## config.mk

```make
export PLATFORM = sky130hd
export DESIGN_NAME = jpipeadder
export DESIGN_NICKNAME = d
export VERILOG_FILES = /design/src/rtl/jpipeadder.sv
export SDC_FILE = /design/constraint.sdc
export NUM_CORES = 1
export LEC_CHECK = 0
export ABC_AREA = 0
export BUFFER_PORTS_ARGS = -buffer_cell sky130_fd_sc_hd__buf_2
export CORE_ASPECT_RATIO = 1.4
export CORE_MARGIN = 1
export CORE_UTILIZATION = 50
export CTS_BUF_LIST = sky130_fd_sc_hd__clkbuf_2 sky130_fd_sc_hd__clkbuf_4 sky130_fd_sc_hd__clkbuf_8
export CTS_CLUSTER_DIAMETER = 60
export DETAILED_ROUTE_END_ITERATION = 10
export PLACE_DENSITY = 0.83
export SLEW_MARGIN = 10
export SYNTH_ARGS = -nofsm -noshare
export SYNTH_HDL_FRONTEND = slang
export SYNTH_SLANG_ARGS = --single-unit
```

## constraint.sdc

```tcl
create_clock -name clk -period 1.7 [get_ports clk]
set_input_delay 0.34 -clock clk [delete_from_list [all_inputs] [get_ports clk]]
set_output_delay 0.34 -clock clk [all_outputs]
set_load 0.02 [all_outputs]
```

## src/rtl/jpipeadder.sv

```systemverilog
// jpipeadder: slice-pipelined adder/subtractor with valid/ready flow control.
// WIDTH-bit operands are added SW=WIDTH/STAGES bits per stage, with each stage's carry registered.
// Ports: clk, reset (async, active-high); in_valid/in_ready with A, B, carryin, sub;
//        out_valid/out_ready with Y, carryout; ovf only when JPIPEADDER_OVF_EN is defined.
module jpipeadder #(
    parameter int WIDTH  = 8,
    parameter int STAGES = 2
) (
    input  logic             clk,
    input  logic             reset,
    input  logic             in_valid,
    output logic             in_ready,
    input  logic [WIDTH-1:0] A,
    input  logic [WIDTH-1:0] B,
    input  logic             carryin,
    input  logic             sub,
    output logic [WIDTH-1:0] Y,
    output logic             carryout,
    output logic             out_valid,
    input  logic             out_ready
`ifdef JPIPEADDER_OVF_EN
    ,
    output logic             ovf
`endif
);

    localparam int SW   = WIDTH / STAGES;
    localparam int LAST = STAGES - 1;

    if (WIDTH < 2 || STAGES < 1 || (WIDTH % STAGES) != 0) begin : g_bad_cfg
        $error("jpipeadder: WIDTH must be >=2 and a multiple of STAGES");
    end

    logic [STAGES-1:0] v_d, v_q;
    logic [STAGES-1:0] adv;
    logic [STAGES-1:0] load;
    logic              in_ready_c;

    // Walk from the output back to stage 0. "room" is true when everything
    // downstream of the current stage can take one more token this cycle,
    // so a stage advances iff it holds a token and there is room after it.
    always_comb begin : ctrl
        logic room;
        room = out_ready;
        adv  = '0;
        for (int k = LAST; k >= 0; k--) begin
            adv[k] = v_q[k] & room;
            room   = room | ~v_q[k];
        end
        in_ready_c = room;

        load    = '0;
        load[0] = in_valid & in_ready_c;
        for (int k = 1; k < STAGES; k++) begin
            load[k] = adv[k-1];
        end

        for (int k = 0; k < STAGES; k++) begin
            v_d[k] = load[k] | (v_q[k] & ~adv[k]);
        end
    end

    always_ff @(posedge clk or posedge reset) begin
        if (reset) begin
            v_q <= '0;
        end else begin
            v_q <= v_d;
        end
    end

    // Stage k keeps the finished low result bits [YW-1:0] and the operand
    // bits still to be added, shifted down so the next slice is always
    // at bit 0. The last stage has no operands left to carry forward.
    for (genvar k = 0; k < STAGES; k++) begin : g_st
        localparam int OW = WIDTH - k * SW;
        localparam int YW = (k + 1) * SW;

        logic [OW-1:0] a_in;
        logic [OW-1:0] b_in;
        logic          c_in;
        logic [SW:0]   sum;
        logic [YW-1:0] y_new;
        logic [YW-1:0] y_d, y_q;
        logic          c_d, c_q;

        if (k == 0) begin : g_src
            always_comb begin
                a_in  = A;
                b_in  = sub ? ~B : B;
                // Subtract forces the +1 of the two's complement.
                c_in  = sub | carryin;
                y_new = sum[SW-1:0];
            end
        end else begin : g_src
            always_comb begin
                a_in  = g_st[k-1].g_op.a_q;
                b_in  = g_st[k-1].g_op.b_q;
                c_in  = g_st[k-1].c_q;
                y_new = {sum[SW-1:0], g_st[k-1].y_q};
            end
        end

        always_comb begin
            sum = {1'b0, a_in[SW-1:0]}
                + {1'b0, b_in[SW-1:0]}
                + {{SW{1'b0}}, c_in};
            y_d = load[k] ? y_new  : y_q;
            c_d = load[k] ? sum[SW] : c_q;
        end

        always_ff @(posedge clk or posedge reset) begin
            if (reset) begin
                y_q <= '0;
                c_q <= 1'b0;
            end else begin
                y_q <= y_d;
                c_q <= c_d;
            end
        end

        if (k < LAST) begin : g_op
            logic [OW-SW-1:0] a_d, a_q;
            logic [OW-SW-1:0] b_d, b_q;

            always_comb begin
                a_d = load[k] ? a_in[OW-1:SW] : a_q;
                b_d = load[k] ? b_in[OW-1:SW] : b_q;
            end

            always_ff @(posedge clk or posedge reset) begin
                if (reset) begin
                    a_q <= '0;
                    b_q <= '0;
                end else begin
                    a_q <= a_d;
                    b_q <= b_d;
                end
            end
        end

`ifdef JPIPEADDER_OVF_EN
        if (k == LAST) begin : g_ovf
            logic ovf_new;
            logic ovf_d, ovf_q;

            // Same-sign operands giving an opposite-sign result; this is
            // equivalent to carry-into-MSB XOR carry-out.
            always_comb begin
                ovf_new = (a_in[OW-1] == b_in[OW-1])
                        && (sum[SW-1] != a_in[OW-1]);
                ovf_d   = load[k] ? ovf_new : ovf_q;
            end

            always_ff @(posedge clk or posedge reset) begin
                if (reset) begin
                    ovf_q <= 1'b0;
                end else begin
                    ovf_q <= ovf_d;
                end
            end
        end
`endif
    end

    assign in_ready  = in_ready_c;
    assign out_valid = v_q[LAST];
    assign Y         = g_st[LAST].y_q;
    assign carryout  = g_st[LAST].c_q;
`ifdef JPIPEADDER_OVF_EN
    assign ovf       = g_st[LAST].g_ovf.ovf_q;
`endif

endmodule
```

==> qor.csv, run 1 <==
metric,value,unit
DRC viols,0,
worst r2r dst,Y[5],
Hold WC Path Type,in2async,
Reg2Reg Depth,4,
Crit path arrival time,1860,ps
min cycle time layout,1660,ps
first-pass iteration count of the detailed router,4,
Root Driver,clkbuf_4,
Chip Width,45.4,um
slew margin rel.,79.8,%
PD cells,1140,nW/um^2
total number of vias,852,
Synth Instances,100,
# hold bufs at CTS,0,
ANT cells,0,
grt ovf,0,
ys async rst share,100,%
Post-Syn Area,1320,um^2
Layout Nets,169,
Int Power,1.15,mW
combinational share of power,39.6,%
leading area contributor after synthesis,dfrtp_1,
Reg2Reg Setup Slack,140,ps
Clk network pwr share,13.6,%
status,completed,
Reg power frac,46.8,%
Avg WL per Cell,12.9,um
Synth Flop Type,dfrtp_1,
HPWL Detailed,1.78,mm
Synth top area share,45.6,%
"EDFF count, synth",0,
Placed Cells,166,
Synth cell types,30,
largest net degree at the start of global routing,25,
final antenna-violating net count,0,
"top cells by area, synth","dfrtp_1, mux2_4, fa_1",
most numerous cell in the Yosys netlist,dfrtp_1,
WS Path Type,in2reg,
pin slew with the least headroom to its limit,303,ps
sequential fraction of the synthesis area,45.6,%
DR iter-0 viols,11,
Worst Setup SP,sub,
Core Box Area,2440,um^2
Multi-input gate area,684,um^2
yosys warns,0,
Crit Path Max Fanout,3,
chip height,62.7,um
Port Buffers,32,
peak supply drop,0.497,mV
Overall Power,1.76,mW
CTS tree,yes,
startpoint types,input pin,
Skew-Pair Late Insertion Delay,300,ps
first-pass GRT wire length,3.76,mm
die area,2850,um^2
total CTS buffers,3,
register bit total from synthesis,24,
sw power,0.613,mW
layout cell share with drive strength beyond 1,44.4,%
# H-tree levels,1,
leakage,0.771,nW
Area Growth Syn to Fin,17.2,%
Worst Clk Skew,2.46,ps
switch share,34.8,%
final hold vios,0,
fmax,0.601,GHz
via density per instance,5.04,
endpoints failing setup,0,
FF+latch area,601,um^2
initial core utilization,53.9,%
Layout fillers,211,
FP Rows,21,
Sink Count,24,
Post-CTS Setup Bufs,0,
syn nets,132,
syn avg cell area,13.2,um^2
clk buf depth,2,
initial antenna violation count,0,
clock transition at the registers of the reported paths,120,ps
I/O Pins,33,
GRT Resource Usage Total,18.0,%
Setup crit end kind,register,
fin. max-slew vios,0,
Post-synth top cells,"dfrtp_1, xor2_1, mux2_4",
drt total wl,2.18,mm
# Max-Cap Violations,0,
Critical Path Sink,g_st[0].c_q,
fin cells,169,
period utilization,97.9,%
reg-to-reg startpoint,g_st[0].c_q,
CP Data Required Time,1900,ps
vias in the first global route,833,
gpl congestion,0.718,
what timing repair did:
action,CTS,global route
resized for setup,0,2
endpoints found under the hold margin,0,0
pin swaps,1,0
endpoints found under the setup margin,2,2
routing by layer:
metal / global-route usage (%) / part of all wire (%) / vias to the layer above / wire [um]
li1: - / - / 418 / -
met1: 24.5 / 44 / 406 / 949
met2: 28.2 / 52 / 24 / 1120
met3: 2.60 / 3.1 / 4 / 67
met4: 6.82 / 1.7 / 0 / 38
met5: 0 / 0 / - / 0
logic make-up after synthesis:
kind of cell,synth area share (%)
simple gates,8.17
flops,45.6
compound gates,8.64
fa+ha+maj,11.8
mux,15.9
xor+xnor,6.65
buf+inv,3.32
worst min path at each step:
stage	end	startpoint	slack (ps)	depth (start not counted)
finish	Y[0]	reset	50	3
global placement	Y[0]	reset	390	3
global route	Y[1]	reset	70	3
floorplan	Y[0]	reset	350	1
detailed placement	Y[0]	reset	400	3
CTS	Y[0]	reset	60	3
layout make-up:
cell class,instances,area share [%]
Tap cell,34,2.76
Multi-Input combinational cell,69,44.3
Sequential cell,24,38.9
Inverter,5,1.22
Timing Repair Buffer,34,11.3
Clock buffer,3,1.46
worst max-delay path, cell delays in order:
cell,delay (ps)
buf_2,120
or2_4,230
fa_2,360
fa_2,410
a21o_1,200
a21oi_2,130
a31oi_1,80
power by group through the flow:
stage                     Combinational (mW)  Sequential [mW]  Clock, mW
after global routing                   0.775            0.848      0.271
after global placement                 0.670            0.830          0
after floorplan                        0.383            0.950          0
after detailed placement               0.701            0.842          0
after CTS                              0.703            0.828      0.240
final                                  0.698            0.826      0.239
flip-flops by register name (all words and copies together) (netlist names):
signal and flops:
g_st.g_op.b_q 4, g_st.y_q 4, carryout 1, Y 8, g_st.g_op.a_q 4, v_q 2, g_st.c_q 1
cells in the final DEF, fill, tap and decap left out, types with 3 or more instances in the layout:
cell type  count
dfrtp_1       24
buf_2         32
mux2_4         8
o21ai_0        5
inv_1          5
xor2_1         9
a21oi_1        5
mux2_2         7
clkbuf_4       3
ha_1           6
through the flow:
| stage | hold WS [ps] | cell area, um^2 | util [%] | setup TNS [ps] | worst slack (ps) |
|---|---|---|---|---|---|
| after floorplan | 355 | 1340 | - | -789 | -297 |
| after detailed placement | 396 | 1520 | 62.1 | -985 | -349 |
| after CTS | 61.4 | 1540 | 63.0 | 0 | 27.6 |
| final | 50.3 | 1540 | 63.2 | 0 | 35.3 |
| after global routing | 72.6 | 1540 | 63.2 | -26.2 | -26.2 |
| after global placement | 386 | 1520 | 62.1 | -916 | -323 |
No activity file was read; power rests on OpenSTA's default activity.
==> inputs of run 2 (changes only) <==
--- a/config.mk
+++ b/config.mk
@@ -14,6 +14,7 @@
 export CTS_CLUSTER_DIAMETER = 60
 export DETAILED_ROUTE_END_ITERATION = 10
 export PLACE_DENSITY = 0.83
+export RECOVER_POWER = 50
 export SLEW_MARGIN = 10
 export SYNTH_ARGS = -nofsm -noshare
 export SYNTH_HDL_FRONTEND = slang
==> run 2 against run 1 <==
Net effect: worst setup slack barely moved; non-clock buffer count did not move; clock power barely moved; via count did not move; total power fell by 0.38%; clock-buffer cell count did not move; utilization fell by 0.26 points; critical path type unchanged; critical endpoint unchanged; largest power group unchanged; highest routed layer unchanged.
==> qor.csv, run 2 (synthesis results as in run 1) <==
metric,value,unit,change
WS Path Type,in2reg,,
Core Box Area,2440,um^2,unchanged
peak supply drop,0.494,mV,-0.71%
first-pass GRT wire length,3.76,mm,unchanged
Skew-Pair Late Insertion Delay,300,ps,about the same
sw power,0.614,mW,+0.17%
DR iter-0 viols,8,,-3
most frequent cells in the layout,"buf_2, dfrtp_1, xor2_1, mux2_4, mux2_2",,
dpl ws,-349,ps,unchanged
Worst Clk Skew,2.46,ps,+0.00125 ps
grt ovf,0,,unchanged
total number of vias,852,,unchanged
Crit Path Max Fanout,3,,unchanged
ANT cells,0,,unchanged
leakage,0.761,nW,-1.2%
dpl cell area,1520,um^2,unchanged
period utilization,97.9,%,about the same
status,completed,,
Crit path arrival time,1860,ps,about the same
drt total wl,2.18,mm,+0.14%
gpl congestion,0.718,,unchanged
"most common cell after layout, fill and taps aside",buf_2,,
setup tns final,0,ps,unchanged
fin. max-slew vios,0,,unchanged
HPWL Detailed,1.78,mm,unchanged
Sink Count,24,,unchanged
min cycle time layout,1660,ps,+0.00180 ps
combinational share of power,39.3,%,-0.3 points
slew margin rel.,16.0,%,-64 points
Port Buffers,32,,unchanged
CP Data Required Time,1900,ps,about the same
Reg power frac,47.1,%,+0.3 points
clock transition at the registers of the reported paths,120,ps,about the same
layout cell share with drive strength beyond 1,42.2,%,-2.2 points
die area,2850,um^2,unchanged
hold slack,255,ps,+205 ps
PnR worst setup slack,35.3,ps,-0.00180 ps
fmax,0.601,GHz,about the same
via density per instance,5.04,,unchanged
PD cells,1140,nW/um^2,about the same
# Max-Cap Violations,0,,unchanged
chip height,62.7,um,unchanged
max reg flops,8,,unchanged
Layout Nets,169,,unchanged
vias in the first global route,833,,unchanged
CTS tree,yes,,
Chip Width,45.4,um,unchanged
FP Rows,21,,unchanged
Avg WL per Cell,12.9,um,+0.14%
GR peak layer,met2,,
Hold WC Path Type,in2reg,,
Layout fillers,208,,-1.4%
final hold vios,0,,unchanged
met1 usage,24.5,%,unchanged
met2 Usage GRT,28.2,%,unchanged
Root Driver,clkbuf_4,,
final antenna-violating net count,0,,unchanged
Overall Power,1.76,mW,-0.38%
clk buf depth,2,,unchanged
startpoint types,input pin,,
Area Growth Syn to Fin,16.7,%,
initial antenna violation count,0,,unchanged
Setup crit end kind,register,,
I/O Pins,33,,unchanged
endpoints failing setup,0,,unchanged
# H-tree levels,1,,unchanged
pin slew with the least headroom to its limit,1260,ps,+956 ps
first-pass iteration count of the detailed router,4,,unchanged
DRC viols,0,,unchanged
Clk network pwr share,13.6,%,about the same
# hold bufs at CTS,0,,unchanged
total CTS buffers,3,,unchanged
GRT Resource Usage Total,18.0,%,unchanged
switch share,34.9,%,+0.19 points
Int Power,1.14,mW,-0.68%
met3 GRT Util,2.60,%,unchanged
post-route cell area,1540,um^2,-0.41%
initial core utilization,53.9,%,unchanged
largest net degree at the start of global routing,25,,unchanged
## run 2: changes by cell type in the layout (fill, tap and decap cells not counted)
cell	change
buf_2	-2
buf_4	-1
clkbuf_1	+3
## run 2: per-layer routing
layer | routed length, um | vias up
met5 | 0 | -
met4 | 38 | 0
met3 | 68 | 4
met2 | 1120 | 24
met1 | 951 | 406
li1 | - | 418
## run 2: layout make-up
cell class / instances / area (um^2) / area share (%)
clock buffer: 3 / 22.5 / 1.46
timing repair buffer: 34 / 169 / 11.0
sequential: 24 / 601 / 39.1
inverter: 5 / 18.8 / 1.22
tap: 34 / 42.5 / 2.77
multi-input combinational: 69 / 684 / 44.5
## run 2: power by group through the flow
stage	Sequential, mW	Combinational [mW]	Clock (mW)
final	0.827	0.691	0.239
after global routing	0.849	0.767	0.271
after CTS	0.828	0.703	0.240
after detailed placement	0.842	0.701	0
after global placement	0.830	0.670	0
after floorplan	0.950	0.383	0
## run 2: path summary, 6_finish.rpt
| check | start | end | slack, ps | cells past startpoint |
|---|---|---|---|---|
| max | sub | g_st[0].c_q | 40 | 7 |
| min in group asynchronous | reset | Y[0] | 420 | 3 |
| min | A[7] | g_st[0].g_op.a_q[3] | 260 | 2 |
| min reg2reg | g_st[0].y_q[3] | Y[3] | 510 | 1 |
| max in group asynchronous | reset | v_q[0] | 540 | 3 |
| max reg2reg | g_st[0].c_q | Y[5] | 140 | 4 |
## run 2: critical path, stage by stage
cell     delay [ps]
buf_2           120
or2_4           230
fa_2            360
fa_2            410
a21o_1          200
a21oi_2         130
a31oi_1          80
## run 2: metrics by stage
step / std cells / utilization, %
floorplan: 100 / -
global placement: 166 / 62.1
detailed placement: 166 / 62.1
CTS: 169 / 63.0
global route: 169 / 62.9
finish: 169 / 62.9
## run 2: repair_timing
action,CTS,global route
gates resized for setup,0,2
setup buffers,0,0
endpoints found under the setup margin,2,2
pin swaps,1,0
==> inputs of run 3 (changes only) <==
--- a/config.mk
+++ b/config.mk
@@ -9,13 +9,14 @@
 export BUFFER_PORTS_ARGS = -buffer_cell sky130_fd_sc_hd__buf_2
 export CORE_ASPECT_RATIO = 1.4
 export CORE_MARGIN = 1
-export CORE_UTILIZATION = 50
+export CORE_UTILIZATION = 45
 export CTS_BUF_LIST = sky130_fd_sc_hd__clkbuf_2 sky130_fd_sc_hd__clkbuf_4 sky130_fd_sc_hd__clkbuf_8
 export CTS_CLUSTER_DIAMETER = 60
 export DETAILED_ROUTE_END_ITERATION = 10
-export PLACE_DENSITY = 0.83
+export PLACE_DENSITY = 0.76
 export RECOVER_POWER = 50
 export SLEW_MARGIN = 10
 export SYNTH_ARGS = -nofsm -noshare
 export SYNTH_HDL_FRONTEND = slang
 export SYNTH_SLANG_ARGS = --single-unit
+export TNS_END_PERCENT = 30
==> run 3 against run 2 <==
Net effect: critical path depth did not move; utilization fell by 5.8 points; wire length fell by 0.27%; worst hold slack got worse by 9.3 ps; largest power group unchanged; worst setup slack improved by 11 ps; clock skew rose by 8.4 ps; die area rose by 11%; sequential power barely moved; register-to-register slack barely moved; sequential share of layout area fell by 0.064 points; critical path type unchanged.
==> qor.csv, run 3 (synthesis results as in run 1) <==
metric,value,unit,change
status,completed,,
WS Path Type,in2reg,,
Reg2Reg Depth,6,,+2
vias in the first global route,874,,+4.9%
slew margin rel.,18.9,%,+2.9 points
"most common cell after layout, fill and taps aside",buf_2,,
initial antenna violation count,0,,unchanged
clock transition at the registers of the reported paths,130,ps,about the same
chip height,66.0,um,+5.2%
Skew-Pair Late Insertion Delay,310,ps,about the same
Multi-input gate area,663,um^2,-3.1%
DR iter-0 viols,19,,+11
Sink Count,24,,unchanged
leakage,0.760,nW,-0.11%
max reg flops,8,,unchanged
Placed Cells,169,,+1.8%
Chip Width,47.7,um,+5.2%
period utilization,97.3,%,-0.64 points
# Max-Cap Violations,0,,unchanged
RSZ-0062 raised after global routing,false,,
die area,3150,um^2,+11%
first-pass iteration count of the detailed router,4,,unchanged
Port Buffers,32,,unchanged
Worst Clk Skew,10.8,ps,+8.35 ps
worst r2r dst,carryout,,
endpoints failing setup,0,,unchanged
FP Rows,22,,+4.8%
fin. max-slew vios,0,,unchanged
Layout fillers,264,,+27%
grt ovf,0,,unchanged
Avg WL per Cell,12.6,um,-2.6%
Layout Nets,170,,+0.59%
peak supply drop,0.524,mV,+6.2%
HPWL Detailed,1.77,mm,-0.68%
post-route cell area,1540,um^2,+0.16%
largest net degree at the start of global routing,25,,unchanged
first-pass GRT wire length,3.62,mm,-3.7%
dpl cell area,1530,um^2,+0.66%
via density per instance,4.92,,-2.3%
FF+latch area,601,um^2,unchanged
min cycle time layout,1650,ps,-10.9 ps
gpl congestion,0.697,,-3.0%
Min-Delay Endpoint,g_st[0].g_op.a_q[3],,
Crit Path Max Fanout,4,,+1
# H-tree levels,1,,unchanged
# hold bufs at CTS,0,,unchanged
drt total wl,2.18,mm,-0.27%
Root Driver,clkbuf_4,,
ANT cells,0,,unchanged
Setup crit end kind,register,,
GRT Resource Usage Total,16.6,%,-1.4 points
final antenna-violating net count,0,,unchanged
hold path cells,2,,unchanged
Core Box Area,2700,um^2,+10%
layout cell share with drive strength beyond 1,41.6,%,-0.62 points
pin slew with the least headroom to its limit,1220,ps,-43.0 ps
CP Data Required Time,1890,ps,about the same
CTS tree,yes,,
initial core utilization,48.8,%,-5.1 points
most frequent cells in the layout,"buf_2, dfrtp_1, xor2_1, mux2_4, mux2_2",,
hold_sp,A[7],,
final hold vios,0,,unchanged
fmax,0.605,GHz,+0.66%
Reg2Reg Setup Slack,140,ps,about the same
Crit path arrival time,1840,ps,-20 ps
Hold WC Path Type,in2reg,,
startpoint types,input pin,,
I/O Pins,33,,unchanged
DRC viols,0,,unchanged
PD cells,1170,nW/um^2,+2.8%
total number of vias,852,,unchanged
total CTS buffers,3,,unchanged
Area Growth Syn to Fin,16.9,%,
Post-CTS Setup Bufs,0,,unchanged
clk buf depth,2,,unchanged
fin cells,173,,+2.4%
reg-to-reg startpoint,g_st[0].c_q,,
## run 3: worst max-delay path, stage by stage
cell	delay, ps
buf_2	130
or2_4	230
fa_2	350
fa_2	360
a21o_1	180
a21oi_1	150
a31oi_1	100
## run 3: worst max path at each step
stage	from	to	slack (ps)	cells past startpoint
final	sub	g_st[0].c_q	50	7
after global routing	sub	g_st[0].c_q	20	7
after CTS	sub	g_st[0].c_q	2	7
after detailed placement	sub	g_st[0].c_q	-400	7
after global placement	sub	g_st[0].y_q[2]	-340	6
after floorplan	sub	g_st[0].y_q[2]	-300	6
## run 3: power by group
| group | internal, mW | switching (mW) |
|---|---|---|
| combinational | 0.323 | 0.365 |
| sequential | 0.736 | 0.0910 |
| clock | 0.131 | 0.161 |
## run 3: through the flow
step	utilization [%]	worst slack [ps]	setup TNS [ps]	power, mW	hold WS [ps]
finish	57.1	46.2	0	1.81	246
global route	57.1	15.7	0	1.95	235
CTS	58.0	2.44	0	1.84	45.4
detailed placement	56.6	-397	-1060	1.55	395
global placement	56.6	-337	-933	1.51	387
floorplan	-	-297	-796	1.33	355
## run 3: layer usage
metal	wire, um	vias to the layer above	global-route usage, %
li1	-	422	-
met1	916	404	19.3
met2	1140	22	28.2
met3	66	4	0.820
met4	51	0	10.1
met5	0	-	0
## run 3: what timing repair did
item,CTS,global route
pin swaps,1,1
setup endpoints to repair,2,2
gates resized for setup,0,1
hold endpoints to repair,0,0
## run 3: cell type report
type                            instances  area share [%]
Clock buffer                            4            2.36
Inverter                                5            1.22
Multi-Input combinational cell         69            43.1
Sequential cell                        24            39.0
Tap cell                               36            2.92
Timing Repair Buffer                   35            11.5
